--- config.mk ---
export PLATFORM = sky130hd
export DESIGN_NAME = vfilter_ctrl
export DESIGN_NICKNAME = d
export VERILOG_FILES = /design/src/rtl/vfilter_ctrl.sv
export SDC_FILE = /design/constraint.sdc
export NUM_CORES = 1
export LEC_CHECK = 0
export CAP_MARGIN = 20
export CORE_MARGIN = 5
export CORE_UTILIZATION = 35
export DETAILED_ROUTE_END_ITERATION = 16
export GPL_TIMING_DRIVEN = 0
export PLACE_DENSITY_LB_ADDON = 0.12
export SETUP_SLACK_MARGIN = 0.1
export SLEW_MARGIN = 10
export SYNTH_ARGS = -nofsm -noshare
export SYNTH_HDL_FRONTEND = slang
export SYNTH_SLANG_ARGS = --single-unit
--- constraint.sdc ---
create_clock -name clk -period 2.55 [get_ports clk]
set_clock_uncertainty 0.1 [all_clocks]
set_input_delay 0.51 -clock clk [delete_from_list [all_inputs] [get_ports clk]]
set_output_delay 0.51 -clock clk [all_outputs]
set_load 0.02 [all_outputs]
--- src/rtl/vfilter_ctrl.sv ---
// vfilter_ctrl: 3-tap vertical filter request sequencer.
// Issues cache reads, filters kept rows, writes results back.
module vfilter_ctrl #(
  parameter int WIDTH     = 352,
  parameter int HEIGHT    = 288,
  parameter int READ_LAT  = 2,
  parameter int RES_DEPTH = 4
) (
  input  logic        clk,
  input  logic        rst_n,
  input  logic        start,
  output logic        busy,
  output logic        done,
  output logic        err,
  output logic        en,
  output logic        we,
  output logic [31:0] di,
  input  logic        row_cached,
  input  logic [31:0] doa,
  input  logic [31:0] dob,
  input  logic [31:0] doc
);

  localparam int RW     = WIDTH / 4;
  localparam int NREAD  = HEIGHT * RW;
  localparam int NWRITE = (HEIGHT - 2) * RW;
  localparam int CW     = $clog2(NREAD + 1);
  localparam int PW     = (RES_DEPTH > 1) ? $clog2(RES_DEPTH) : 1;
  localparam int OW     = $clog2(RES_DEPTH + 1);
  localparam int LW     = $clog2(READ_LAT + 1);

  typedef enum logic [1:0] {IDLE, RUN, DRAIN, DONE} state_t;

  state_t              state_q, state_d;
  logic [CW-1:0]       rd_cnt_q, rd_cnt_d;
  logic [CW-1:0]       wr_cnt_q, wr_cnt_d;
  logic                err_q, err_d;
  logic [READ_LAT-1:0] vld_q, vld_d;
  logic [READ_LAT-1:0] keep_q, keep_d;
  logic [31:0]         mem_q [RES_DEPTH];
  logic [31:0]         mem_d [RES_DEPTH];
  logic [PW-1:0]       wp_q, wp_d;
  logic [PW-1:0]       rp_q, rp_d;
  logic [OW-1:0]       occ_q, occ_d;

  logic [LW-1:0] infl;
  logic          do_wr;
  logic          do_rd;
  logic          push;
  logic          accept;
  logic [9:0]    sum;
  logic [31:0]   res;

  assign busy   = (state_q == RUN) || (state_q == DRAIN);
  assign done   = (state_q == DONE);
  assign err    = err_q;
  assign push   = vld_q[READ_LAT-1] && keep_q[READ_LAT-1];
  assign accept = (state_q == IDLE) && start;

  // Request arbitration: drain results first, read only with buffer room
  always_comb begin
    infl = '0;
    for (int i = 0; i < READ_LAT; i++) begin
      infl = infl + LW'(vld_q[i]);
    end
    do_wr = busy && (occ_q != '0);
    do_rd = !do_wr && (state_q == RUN) &&
            (int'(occ_q) + int'(infl) < RES_DEPTH);
    en = do_wr || do_rd;
    we = do_wr;
    di = do_wr ? mem_q[rp_q] : '0;
  end

  // Per-lane (a + 2b + c) >> 2 with no carry across lanes
  always_comb begin
    sum = '0;
    res = '0;
    for (int i = 0; i < 4; i++) begin
      sum = {2'b00, doa[8*i +: 8]} +
            {1'b0, dob[8*i +: 8], 1'b0} +
            {2'b00, doc[8*i +: 8]};
      res[8*i +: 8] = 8'(sum >> 2);
    end
  end

  // Next state, counters, read pipeline and result buffer
  always_comb begin
    state_d  = state_q;
    rd_cnt_d = rd_cnt_q;
    wr_cnt_d = wr_cnt_q;
    err_d    = err_q;
    vld_d    = '0;
    keep_d   = '0;
    mem_d    = mem_q;
    wp_d     = wp_q;
    rp_d     = rp_q;
    occ_d    = occ_q;
    unique case (state_q)
      IDLE:    if (start) state_d = RUN;
      RUN:     if (do_rd && rd_cnt_q == CW'(NREAD - 1))
                 state_d = DRAIN;
      DRAIN:   if (do_wr && wr_cnt_q == CW'(NWRITE - 1))
                 state_d = DONE;
      DONE:    state_d = IDLE;
      default: state_d = IDLE;
    endcase
    if (accept) begin
      rd_cnt_d = '0;
      wr_cnt_d = '0;
      err_d    = 1'b0;
    end
    if (do_rd) begin
      rd_cnt_d = rd_cnt_q + CW'(1);
      if (rd_cnt_q >= CW'(RW) && !row_cached) err_d = 1'b1;
    end
    if (do_wr) begin
      wr_cnt_d = wr_cnt_q + CW'(1);
      rp_d     = rp_q + PW'(1);
    end
    vld_d[0]  = do_rd;
    keep_d[0] = do_rd && (rd_cnt_q >= CW'(2 * RW));
    for (int i = 1; i < READ_LAT; i++) begin
      vld_d[i]  = vld_q[i-1];
      keep_d[i] = keep_q[i-1];
    end
    if (push) begin
      mem_d[wp_q] = res;
      wp_d        = wp_q + PW'(1);
    end
    occ_d = occ_q + OW'(push) - OW'(do_wr);
  end

  // State registers
  always_ff @(posedge clk or negedge rst_n) begin
    if (!rst_n) begin
      state_q  <= IDLE;
      rd_cnt_q <= '0;
      wr_cnt_q <= '0;
      err_q    <= 1'b0;
      vld_q    <= '0;
      keep_q   <= '0;
      wp_q     <= '0;
      rp_q     <= '0;
      occ_q    <= '0;
      for (int i = 0; i < RES_DEPTH; i++) mem_q[i] <= '0;
    end else begin
      state_q  <= state_d;
      rd_cnt_q <= rd_cnt_d;
      wr_cnt_q <= wr_cnt_d;
      err_q    <= err_d;
      vld_q    <= vld_d;
      keep_q   <= keep_d;
      wp_q     <= wp_d;
      rp_q     <= rp_d;
      occ_q    <= occ_d;
      mem_q    <= mem_d;
    end
  end

endmodule

==> metrics.md, run 1 <==
| Metric | Value |
|---|---|
| Sequential area share after synthesis | `43.71%` |
| RSZ-0062 raised after global routing | `yes` |
| Max_cap viols | `0` |
| Post-synthesis cell count | `985` |
| Gpl congestion | `0.7670` |
| Initial Util | `35.44%` |
| Syn Area/Cell | `9.997 um2` |
| Clock sink count | `about 170` |
| IO buf count | `approximately 140` |
| R2R setup slack | `between 200 and 250 ps` |
| Gr usage total | `18.02%` |
| Worst slew pin tran | `roughly 730 ps` |
| NumNets Final | `1,375` |
| Max transition margin | `about half` |
| GR Util met2 | `29.92%` |
| Root Driver | `clkbuf_16` |
| First-pass GRT wire length | `44.80 mm` |
| Worst vdd ir | `0.4433 mV` |
| Layout Cells excl Fill | `approximately 1,600` |
| Top_reg_cell synth | `dfrtp_1` |
| Core area | `27,780 um2` |
| Status | `finished, violations left` |
| Crit end category | `output pin` |
| Chip height | `177.7 um` |
| Vias in the first global route | `8,228` |
| Static leakage | `6.013 nW` |
| Fin Setup TNS | `-3342 ps` |
| WHS | `-32.56 ps` |
| Total congestion overflow | `0` |
| Synth top area cells | `dfrtp_1 44%, mux4_2 7.3%, nand2_1 6.9%` |
| Worst-path fanout max | `10` |
| Met1 Use GR | `between 20 and 25%` |
| RR Endpoint | `occ_q[2]$_DFF_PN0_` |
| Number of flops mapped to enable cells by yosys | `0` |
| Initial DRC Count | `542` |
| Initial antenna violation count | `0` |
| Die W | `177.7 um` |
| Final hold vios | `18` |
| Max-slew violations | `0` |
| ANT cells | `0` |
| Place WS | `-1033 ps` |
| Synthesized area | `roughly 9800 um2` |
| Dpl cells | `1,500` |
| Crit path arrival time | `between 2000 and 2500 ps` |
| Post-route setup slack | `-178.8 ps` |
| Worst-case clock buffer depth | `2` |
| CP Class | `reg -> out` |
| DR pass1 iterations | `5` |
| I/O Pins | `roughly 140` |
| Vias per cell | `slightly above 5` |
| Period utilization | `107.0%` |
| DR vias | `8,133` |
| HP Class | `in -> async` |
| YS warnings | `0` |
| WL/cell | `17.63 um` |
| WL final | `~28 mm` |
| Clk_lat worst skew | `approximately 420 ps` |
| Met3 global-route usage | `3.643%` |
| Seq cells post-synth | `172` |
| Synth area leader | `dfrtp_1` |
| Synth top area share | `43.71%` |
| Placed cell area | `about 12,000 um2` |
| Top-count cell post-synth | `nand2_1` |
| Final Critical Period | `2729 ps` |
| Failing checks | `hold timing, setup timing` |
| Synth cell count leaders | `180 x nand2_1, 172 x dfrtp_1, 135 x o21ai_0` |
| Largest net degree at the start of global routing | `93` |
| Final setup viols | `30` |
| Highest clock rate | `366.5 MHz` |
| Share of cells above drive strength 1 | `around a quarter` |
| Post-route ant nets | `0` |
| # DRC | `0` |
| Post-synth cell types | `56` |
| TritonCTS buffer count | `17` |
| Die ar. | `approximately 32,000 um2` |
| CTS tree | `yes` |
| Clock transition at path regs | `about 70 ps` |
| Worst r2r src | `occ_q[0]$_DFF_PN0_` |
| GRT Max-Usage Layer | `met2` |
| P&R area growth vs syn | `37.28%` |
| Reg2Reg Depth | `9` |
| WP data required | `approximately 1900 ps` |
| Total power per unit cell area | `538.4 nW/um2` |
| Site Rows | `61` |
| Detailed-placement wirelength estimate | `roughly 19 mm` |
| Syn_nets | `~1,200` |
| Post-synth ARST share | `100.0%` |
| Startpoint Class | `register` |
| H-tree depth | `4` |
| Final instance area | `between 10,000 and 15,000 um2` |
-- report_power, final --
group          switching, mW  internal, mW  total (mW)
clock                   1.25          1.43        2.68
sequential            0.0423          2.81        2.85
combinational          0.902         0.847        1.75
total                   2.19          5.09        7.28
-- registers in the layout, summed over array words and instances (netlist names) --
name and count:
mem_q 128, rd_cnt_q 15, wr_cnt_q 15, occ_q 3, keep_q 2, rp_q 2
state_q 2, vld_q 2, wp_q 2, err 1
-- what timing repair did --
item                                    CTS  global route
endpoints found under the setup margin  117           109
pin swaps                                70            68
hold buffers                              0             0
cloned                                    2             0
gates resized for setup                 312            86
setup buffers                            41            24
-- worst max path at each step --
stage                      startpoint                endpoint  slack, ps  cells after the start
3_5_place_dp   state_q[0]$_DFFE_PN0P_                  di[13]      -1030                      8
4_1_cts        state_q[1]$_DFFE_PN0P_                      en       -200                      9
2_1_floorplan                 doa[17]  mem_q[119]$_DFFE_PN0P_         -7                      8
6_report           occ_q[0]$_DFF_PN0_                  di[10]       -180                      7
5_1_grt        state_q[1]$_DFFE_PN0P_                      en       -290                      9
3_3_place_gp                    rst_n   mem_q[41]$_DFFE_PN0P_      -6770                      1
-- cells in the final DEF (no fill, tap or decap), drive strengths merged, types with 6 or more instances in the layout --
master           n
dlygate4sd2     25
dlymetal6s2s    26
nand4           12
buf             91
or3              6
o21ai          136
mux4            32
nand3           29
ha              44
clkdlybuf4s15   17
nand2b           6
inv             38
clkbuf          62
a31oi           23
mux2i            9
clkdlybuf4s50   38
xnor2           17
dfrtp          172
nand2          180
a21o            12
o22ai           13
a21oi           27
and3            12
and2            33
fa              33
nor2            53
-- kinds of logic (layout without fill, tap and decap cells) --
family                   after synthesis  in the layout  share of synthesized area [%]
buffers and inverters                 76            302                          3.088
AND/OR/NAND/NOR                      358            358                          16.66
AO/OA/AOI/OAI                        238            238                          13.94
multiplexers                          42             42                          8.348
adder cells (fa/ha/maj)               77             77                          12.30
flip-flops                           172            172                          43.71
XOR/XNOR                              22             22                          1.957
-- per-layer routing --
metal	vias up	wire length, um
met2	161	13820
met3	20	1202
met4	0	287
met5	-	0
met1	4051	12700
li1	3901	-
-- cell type report --
type / count / area, um2
Clock inverter: 14 / 167.7
Multi-Input combinational cell: 737 / 5822
Timing Repair Buffer: 196 / 1882
Inverter: 29 / 113.9
Sequential cell: 172 / 4308
Tap cell: 378 / 473.0
Clock buffer: 18 / 439.2
Buffer: 45 / 312.8
Fill cell: 2615 / 14260
-- worst max-delay path, stage by stage, from the launching register on --
cell and delay [ps]:
dfrtp_1 420, buf_4 170, o31ai_2 260, inv_2 90, clkbuf_8 170, clkbuf_8 170
and2_1 150, clkdlybuf4s15_2 260
-- metrics by stage --
| stage | hold slack, ps | power (mW) | util, % |
|---|---|---|---|
| floorplan | 114.4 | 3.708 | - |
| global placement | 255.4 | 4.212 | 42.29 |
| detailed placement | 241.1 | 4.216 | 42.41 |
| CTS | 5.285 | 7.139 | 47.20 |
| global route | 22.65 | 7.649 | 48.66 |
| finish | -32.56 | 7.278 | 48.66 |
No activity file was read; power rests on OpenSTA's default activity.
==> run 2, diff against run 1 <==
--- a/config.mk
+++ b/config.mk
@@ -6,9 +6,9 @@
 export NUM_CORES = 1
 export LEC_CHECK = 0
 export CAP_MARGIN = 20
-export CORE_MARGIN = 5
 export CORE_UTILIZATION = 35
 export DETAILED_ROUTE_END_ITERATION = 16
+export GPL_ROUTABILITY_DRIVEN = 0
 export GPL_TIMING_DRIVEN = 0
 export PLACE_DENSITY_LB_ADDON = 0.12
 export SETUP_SLACK_MARGIN = 0.1
==> metrics.md, run 2 (synthesis gave the netlist of run 1 again) <==
| Metric | Value |
|---|---|
| NumNets Final | `1,374 (was 1,375)` |
| Startpoint Class | `register (unchanged)` |
| Initial antenna violation count | `0 (unchanged)` |
| Worst vdd ir | `0.4756 mV (was 0.4433 mV)` |
| WL/cell | `17.11 um (was 17.63 um)` |
| Clock sink count | `172 (unchanged)` |
| P&R area growth vs syn | `37.17% (was 37.28%)` |
| Final hold vios | `0 (was 18)` |
| Initial Util | `35.54% (was 35.44%)` |
| Max_cap viols | `0 (unchanged)` |
| R2R setup slack | `-100 ps (was 210 ps)` |
| Failing checks | `setup timing (was hold timing, setup timing)` |
| CP Class | `reg -> out (unchanged)` |
| Worst slew pin tran | `873.6 ps (was 728.8 ps)` |
| Chip height | `169.7 um (was 177.7 um)` |
| Die W | `169.7 um (was 177.7 um)` |
| Crit path arrival time | `2130 ps (was 2120 ps)` |
| Routed met3 length | `914 um (was 1.202 mm)` |
| Period utilization | `107.3% (was 107.0%)` |
| WL final | `27.17 mm (was 28.01 mm)` |
| Site Rows | `61 (unchanged)` |
| Vias in the first global route | `8,290 (was 8,228)` |
| Max-slew violations | `0 (unchanged)` |
| CTS tree | `yes (unchanged)` |
| Final Critical Period | `2736 ps (was 2729 ps)` |
| ANT cells | `0 (unchanged)` |
| TritonCTS buffer count | `17 (unchanged)` |
| IO buf count | `136 (unchanged)` |
| Crit end category | `output pin (unchanged)` |
| Root Driver | `clkbuf_16 (unchanged)` |
| Post-route setup slack | `-186.3 ps (was -178.8 ps)` |
| Largest regs | `mem_q: 128 flops, rd_cnt_q: 15 flops, wr_cnt_q: 15 flops (unchanged)` |
| Gr usage total | `19.78% (was 18.02%)` |
| # DRC | `0 (unchanged)` |
| Core area | `27,710 um2 (was 27,780 um2)` |
| Largest net degree at the start of global routing | `102 (was 93)` |
| Dpl cells | `1,500 (unchanged)` |
| I/O Pins | `137 (unchanged)` |
| WP data required | `1940 ps (about the same)` |
| Static leakage | `6.018 nW (was 6.013 nW)` |
| Initial DRC Count | `437 (was 542)` |
| Share of cells above drive strength 1 | `23.06% (was 23.29%)` |
| Post-route ant nets | `0 (unchanged)` |
| Max transition margin | `41.76% (was 51.41%)` |
| Total power per unit cell area | `540.7 nW/um2 (was 538.4 nW/um2)` |
| Clock transition at path regs | `70 ps (about the same)` |
| Detailed-placement wirelength estimate | `18.57 mm (was 18.95 mm)` |
| Worst-case clock buffer depth | `2 (unchanged)` |
| Most common cell after layout, fill and taps aside | `nand2_1 (unchanged)` |
| Status | `finished, violations left (unchanged)` |
| DR pass1 iterations | `5 (unchanged)` |
| Top Metal Used | `met4 (unchanged)` |
| Total congestion overflow | `0 (unchanged)` |
| Post-layout util | `48.75% (was 48.66%)` |
| DR vias | `8,198 (was 8,133)` |
| First-pass GRT wire length | `44.27 mm (was 44.80 mm)` |
| H-tree depth | `4 (unchanged)` |
| Highest clock rate | `365.5 MHz (was 366.5 MHz)` |
| Worst-path fanout max | `4 (was 10)` |
| Routed wl met2 | `13.47 mm (was 13.82 mm)` |
| HP Class | `reg -> reg (was in -> async)` |
| Final setup viols | `26 (was 30)` |
| Die ar. | `28,810 um2 (was 31,590 um2)` |
| Commonest non-fill, non-tap cells in the layout | `179 x nand2_1, 171 x dfrtp_1, 119 x o21ai_0, 60 x buf_4, 51 x nor2_1 (was 178 x nand2_1, 169 x dfrtp_1, 115 x o21ai_0, 51 x nor2_1, 50 x buf_4)` |
| Top reg by flops | `mem_q (unchanged)` |
| Largest register FFs | `128 (unchanged)` |
| Clk_lat worst skew | `430 ps (was 420 ps)` |
| Layout Cells excl Fill | `1,588 (was 1,589)` |
| RSZ-0062 raised after global routing | `yes (unchanged)` |
| Vias per cell | `5.162 (was 5.118)` |
| Routed length on met1 | `12.50 mm (was 12.70 mm)` |
[run 2: repair_timing]
| action | CTS | global route |
|---|---|---|
| gates cloned | 1 | 0 |
| endpoints found under the setup margin | 113 | 118 |
| setup buffers | 47 | 11 |
| resized for setup | 319 | 89 |
| hold buffers | 1 | 0 |
| pin swaps | 60 | 66 |
| endpoints found under the hold margin | 71 | 0 |
[run 2: metal layers]
metal | vias up | global-route usage [%]
met2 | 158 | 33.30
met3 | 25 | 3.312
met4 | 0 | 4.074
li1 | 3902 | -
met1 | 4113 | 26.73
met5 | - | 0
[run 2: critical path: stages (launching register included)]
cell	delay [ps]
dfrtp_1	450
buf_4	160
buf_4	130
a211oi_1	240
o21ai_2	100
a21o_1	190
buf_6	120
clkbuf_16	130
nand2_4	50
buf_6	110
[run 2: area by class of cell]
cell class	count	area [um2]
plain buffers	46	350.3
clock buffers	17	425.4
clock inverters	15	198.9
fillers	2600	14200
inverters	29	111.4
multi-input cells	737	5823
flip-flops and latches	172	4305
well taps	378	473.0
repair buffers	194	1819
[run 2: report_power, final]
part / internal, mW / switching, mW / leakage, nW
sequential: 2.81 / 0.0432 / 1.73
clock: 1.42 / 1.30 / 0.304
combinational: 0.845 / 0.891 / 3.98
total: 5.07 / 2.23 / 6.02
[run 2: worst paths after layout]
check,start,end,cells past startpoint
setup / recovery,occ_q[0]$_DFF_PN0_,en,9
hold / removal,keep_q[0]$_DFF_PN0_,keep_q[1]$_DFF_PN0_,0
setup reg to reg,state_q[1]$_DFFE_PN0P_,state_q[0]$_DFFE_PN0P_,14
hold reg to reg,keep_q[0]$_DFF_PN0_,keep_q[1]$_DFF_PN0_,0
max in group asynchronous,rst_n,rd_cnt_q[14]$_DFFE_PN0P_,3
min in group asynchronous,rst_n,mem_q[90]$_DFFE_PN0P_,2
[run 2: per-stage QoR]
stage / power, mW / hold WS (ps) / setup TNS, ps / cell area (um2) / worst slack, ps
finish: 7.303 / 287.0 / -1481 / 13510 / -186.3
global route: 7.658 / 294.5 / -6626 / 13510 / -308.1
CTS: 7.215 / 300.0 / -1525 / 13170 / -205.5
detailed placement: 4.214 / 266.9 / -74050 / 11780 / -1024
global placement: 4.211 / 260.8 / -1220410 / 11750 / -6698
floorplan: 3.708 / 114.4 / -18.38 / 9915 / -6.940
==> run 3, diff against run 2 <==
--- a/config.mk
+++ b/config.mk
@@ -6,10 +6,11 @@
 export NUM_CORES = 1
 export LEC_CHECK = 0
 export CAP_MARGIN = 20
+export CORE_MARGIN = 2
 export CORE_UTILIZATION = 35
+export CTS_CLUSTER_SIZE = 16
 export DETAILED_ROUTE_END_ITERATION = 16
 export GPL_ROUTABILITY_DRIVEN = 0
-export GPL_TIMING_DRIVEN = 0
 export PLACE_DENSITY_LB_ADDON = 0.12
 export SETUP_SLACK_MARGIN = 0.1
 export SLEW_MARGIN = 10
==> metrics.md, run 3 (synthesis gave the netlist of run 1 again) <==
| Metric | Value |
|---|---|
| Status | `finished, violations left (unchanged)` |
| Failing checks | `setup timing (unchanged)` |
| Period utilization | `103.1% (was 107.3%)` |
| Chip height | `171.7 um (was 169.7 um)` |
| Site Rows | `61 (unchanged)` |
| Vias per cell | `4.968 (was 5.162)` |
| RSZ-0062 raised after global routing | `yes (unchanged)` |
| Post-route ant nets | `0 (unchanged)` |
| Worst slew pin tran | `726.6 ps (was 873.6 ps)` |
| Initial antenna violation count | `0 (unchanged)` |
| WL/cell | `15.55 um (was 17.11 um)` |
| DR vias | `8,039 (was 8,198)` |
| Max_cap viols | `0 (unchanged)` |
| CTS tree | `yes (unchanged)` |
| Max-slew violations | `0 (unchanged)` |
| WP data required | `1940 ps (about the same)` |
| Filler cells | `2,540 (was 2,600)` |
| Static leakage | `6.263 nW (was 6.018 nW)` |
| Reg2Reg Depth | `13 (was 14)` |
| Top reg by flops | `mem_q (unchanged)` |
| Pint | `5.093 mW (was 5.073 mW)` |
| Register area | `4309 um2 (was 4305 um2)` |
| Initial Util | `35.54% (unchanged)` |
| NumNets Final | `1,404 (was 1,374)` |
| Total power per unit cell area | `518.1 nW/um2 (was 540.7 nW/um2)` |
| Dpl cells | `1,554 (was 1,500)` |
| Multi-input logic area | `5898 um2 (was 5823 um2)` |
| Die W | `171.7 um (was 169.7 um)` |
| Final Critical Period | `2630 ps (was 2736 ps)` |
| DR pass1 iterations | `5 (unchanged)` |
| Largest register FFs | `128 (unchanged)` |
| Sw Share | `29.92% (was 30.53%)` |
| Share of cells above drive strength 1 | `29.19% (was 23.06%)` |
| ANT cells | `0 (unchanged)` |
| Largest net degree at the start of global routing | `55 (was 102)` |
| WL final | `25.16 mm (was 27.17 mm)` |
| Root Driver | `clkbuf_16 (unchanged)` |
| Seq pwr share | `39.1% (was 39.0%)` |
| Hold path endpoint | `keep_q[1]$_DFF_PN0_ (unchanged)` |
| RR Endpoint | `occ_q[2]$_DFF_PN0_ (was state_q[0]$_DFFE_PN0P_)` |
| Worst-path fanout max | `7 (was 4)` |
| Clock power share | `34.8% (was 37.2%)` |
| Worst r2r src | `state_q[1]$_DFFE_PN0P_ (unchanged)` |
| CP Class | `reg -> out (unchanged)` |
| R2R setup slack | `-20 ps (was -100 ps)` |
| Sw Pwr | `2.175 mW (was 2.230 mW)` |
| IO buf count | `136 (unchanged)` |
| P&R area growth vs syn | `42.44% (was 37.17%)` |
| Final hold vios | `0 (unchanged)` |
| Layout Cells excl Fill | `1,618 (was 1,588)` |
| Design Power | `7.267 mW (was 7.303 mW)` |
| Highest clock rate | `380.3 MHz (was 365.5 MHz)` |
| Hold Path Origin | `keep_q[0]$_DFF_PN0_ (unchanged)` |
| Commonest non-fill, non-tap cells in the layout | `178 x nand2_1, 170 x dfrtp_1, 114 x o21ai_0, 109 x buf_4, 56 x clkdlybuf4s50_1 (was 179 x nand2_1, 171 x dfrtp_1, 119 x o21ai_0, 60 x buf_4, 51 x nor2_1)` |
| Clk_lat worst skew | `420 ps (was 430 ps)` |
| H-tree depth | `4 (unchanged)` |
| Crit path arrival time | `2020 ps (was 2130 ps)` |
| HP Class | `reg -> reg (unchanged)` |
| Worst-case clock buffer depth | `2 (unchanged)` |
| Post-layout util | `50.63% (was 48.75%)` |
| Max transition margin | `51.56% (was 41.76%)` |
| Final setup viols | `26 (unchanged)` |
| Gr usage total | `17.43% (was 19.78%)` |
| Startpoint Class | `register (unchanged)` |
| First-pass GRT wire length | `40.43 mm (was 44.27 mm)` |
| WHS | `252.5 ps (was 287.0 ps)` |
| Total congestion overflow | `0 (unchanged)` |
| Largest regs | `mem_q: 128 flops, rd_cnt_q: 15 flops, wr_cnt_q: 15 flops (unchanged)` |
| Comb pwr share | `26.1% (was 23.8%)` |
| Hold depth | `0 (unchanged)` |
| Core area | `27,710 um2 (unchanged)` |
| Fin Setup TNS | `-860.0 ps (was -1481 ps)` |
| Worst vdd ir | `0.4591 mV (was 0.4756 mV)` |
| I/O Pins | `137 (unchanged)` |
| Clock sink count | `172 (unchanged)` |
| Initial DRC Count | `485 (was 437)` |
| Die ar. | `29,490 um2 (was 28,810 um2)` |
| Crit end category | `output pin (unchanged)` |
| Vias in the first global route | `7,864 (was 8,290)` |
| TritonCTS buffer count | `17 (unchanged)` |
| Clock transition at path regs | `70 ps (about the same)` |
| Most common cell after layout, fill and taps aside | `nand2_1 (unchanged)` |
| Detailed-placement wirelength estimate | `16.63 mm (was 18.57 mm)` |
| Post-route setup slack | `-79.56 ps (was -186.3 ps)` |
| # DRC | `0 (unchanged)` |
## run 3: cell count changes in the layout (fill, tap and decap cells not counted), moves of 8 or more
cell / before / now
buf_12: 4 / 12
and2_1: 22 / 1
clkbuf_1: 29 / 0
buf_4: 60 / 109
buf_6: 20 / 41
clkdlybuf4s50_1: 44 / 56
buf_2: 12 / 0
dlymetal6s2s_1: 23 / 13
and2_4: 11 / 32
## run 3: worst max path at each step
stage                             start  slack, ps                     end
global placement                doa[10]       -570   mem_q[46]$_DFFE_PN0P_
floorplan                       doa[17]         -7  mem_q[119]$_DFFE_PN0P_
finish              rp_q[0]$_DFFE_PN0P_        -80                  di[17]
detailed placement              doa[17]       -580   mem_q[23]$_DFFE_PN0P_
CTS                 rp_q[0]$_DFFE_PN0P_       -100                  di[17]
global route        rp_q[0]$_DFFE_PN0P_       -130                  di[17]
## run 3: repair_timing
action / 4_1_cts / 5_1_grt
pin swaps: 85 / 61
hold buffers: 1 / 0
endpoints found under the hold margin: 50 / 0
cloned: 4 / 1
gates resized for setup: 334 / 78
setup endpoints to repair: 104 / 97
setup buffers: 14 / 15
## run 3: final cells by class
cell class	count	share of cell area (%)
clock inverter	15	0.9991
clock buffer	17	3.033
timing repair buffer	270	19.03
tap	378	3.372
sequential	172	30.72
inverter	29	0.7939
multi-input combinational	737	42.05
## run 3: through the flow
step / setup WS, ps / instance area [um2]
2_1_floorplan: -6.940 / 9915
3_3_place_gp: -570.1 / 12430
3_5_place_dp: -576.1 / 12430
4_1_cts: -102.0 / 13580
5_1_grt: -132.8 / 14030
6_report: -79.56 / 14030
## run 3: power groups by stage
stage	clock network, mW	logic [mW]	registers, mW
3_5_place_dp	0	1.58	2.90
3_3_place_gp	0	1.59	2.90
5_1_grt	2.70	2.09	2.85
6_report	2.53	1.89	2.84
2_1_floorplan	0	0.821	2.89
4_1_cts	2.59	1.76	2.85
## run 3: per-layer routing
| layer | global-route usage, % | share of wire (%) | vias to the layer above | routed length (um) |
|---|---|---|---|---|
| met5 | 0 | 0 | - | 0 |
| met4 | 3.946 | 0.66 | 0 | 167 |
| met3 | 3.313 | 4.3 | 10 | 1086 |
| met2 | 28.81 | 49 | 155 | 12250 |
| met1 | 23.83 | 46 | 3900 | 11660 |
| li1 | - | - | 3974 | - |
## run 3: worst max-delay path, cell delays in order, from the launching register on
cell     delay, ps
dfrtp_4        540
buf_6          150
buf_16         120
mux4_2         500
and2_4         150
buf_6          120
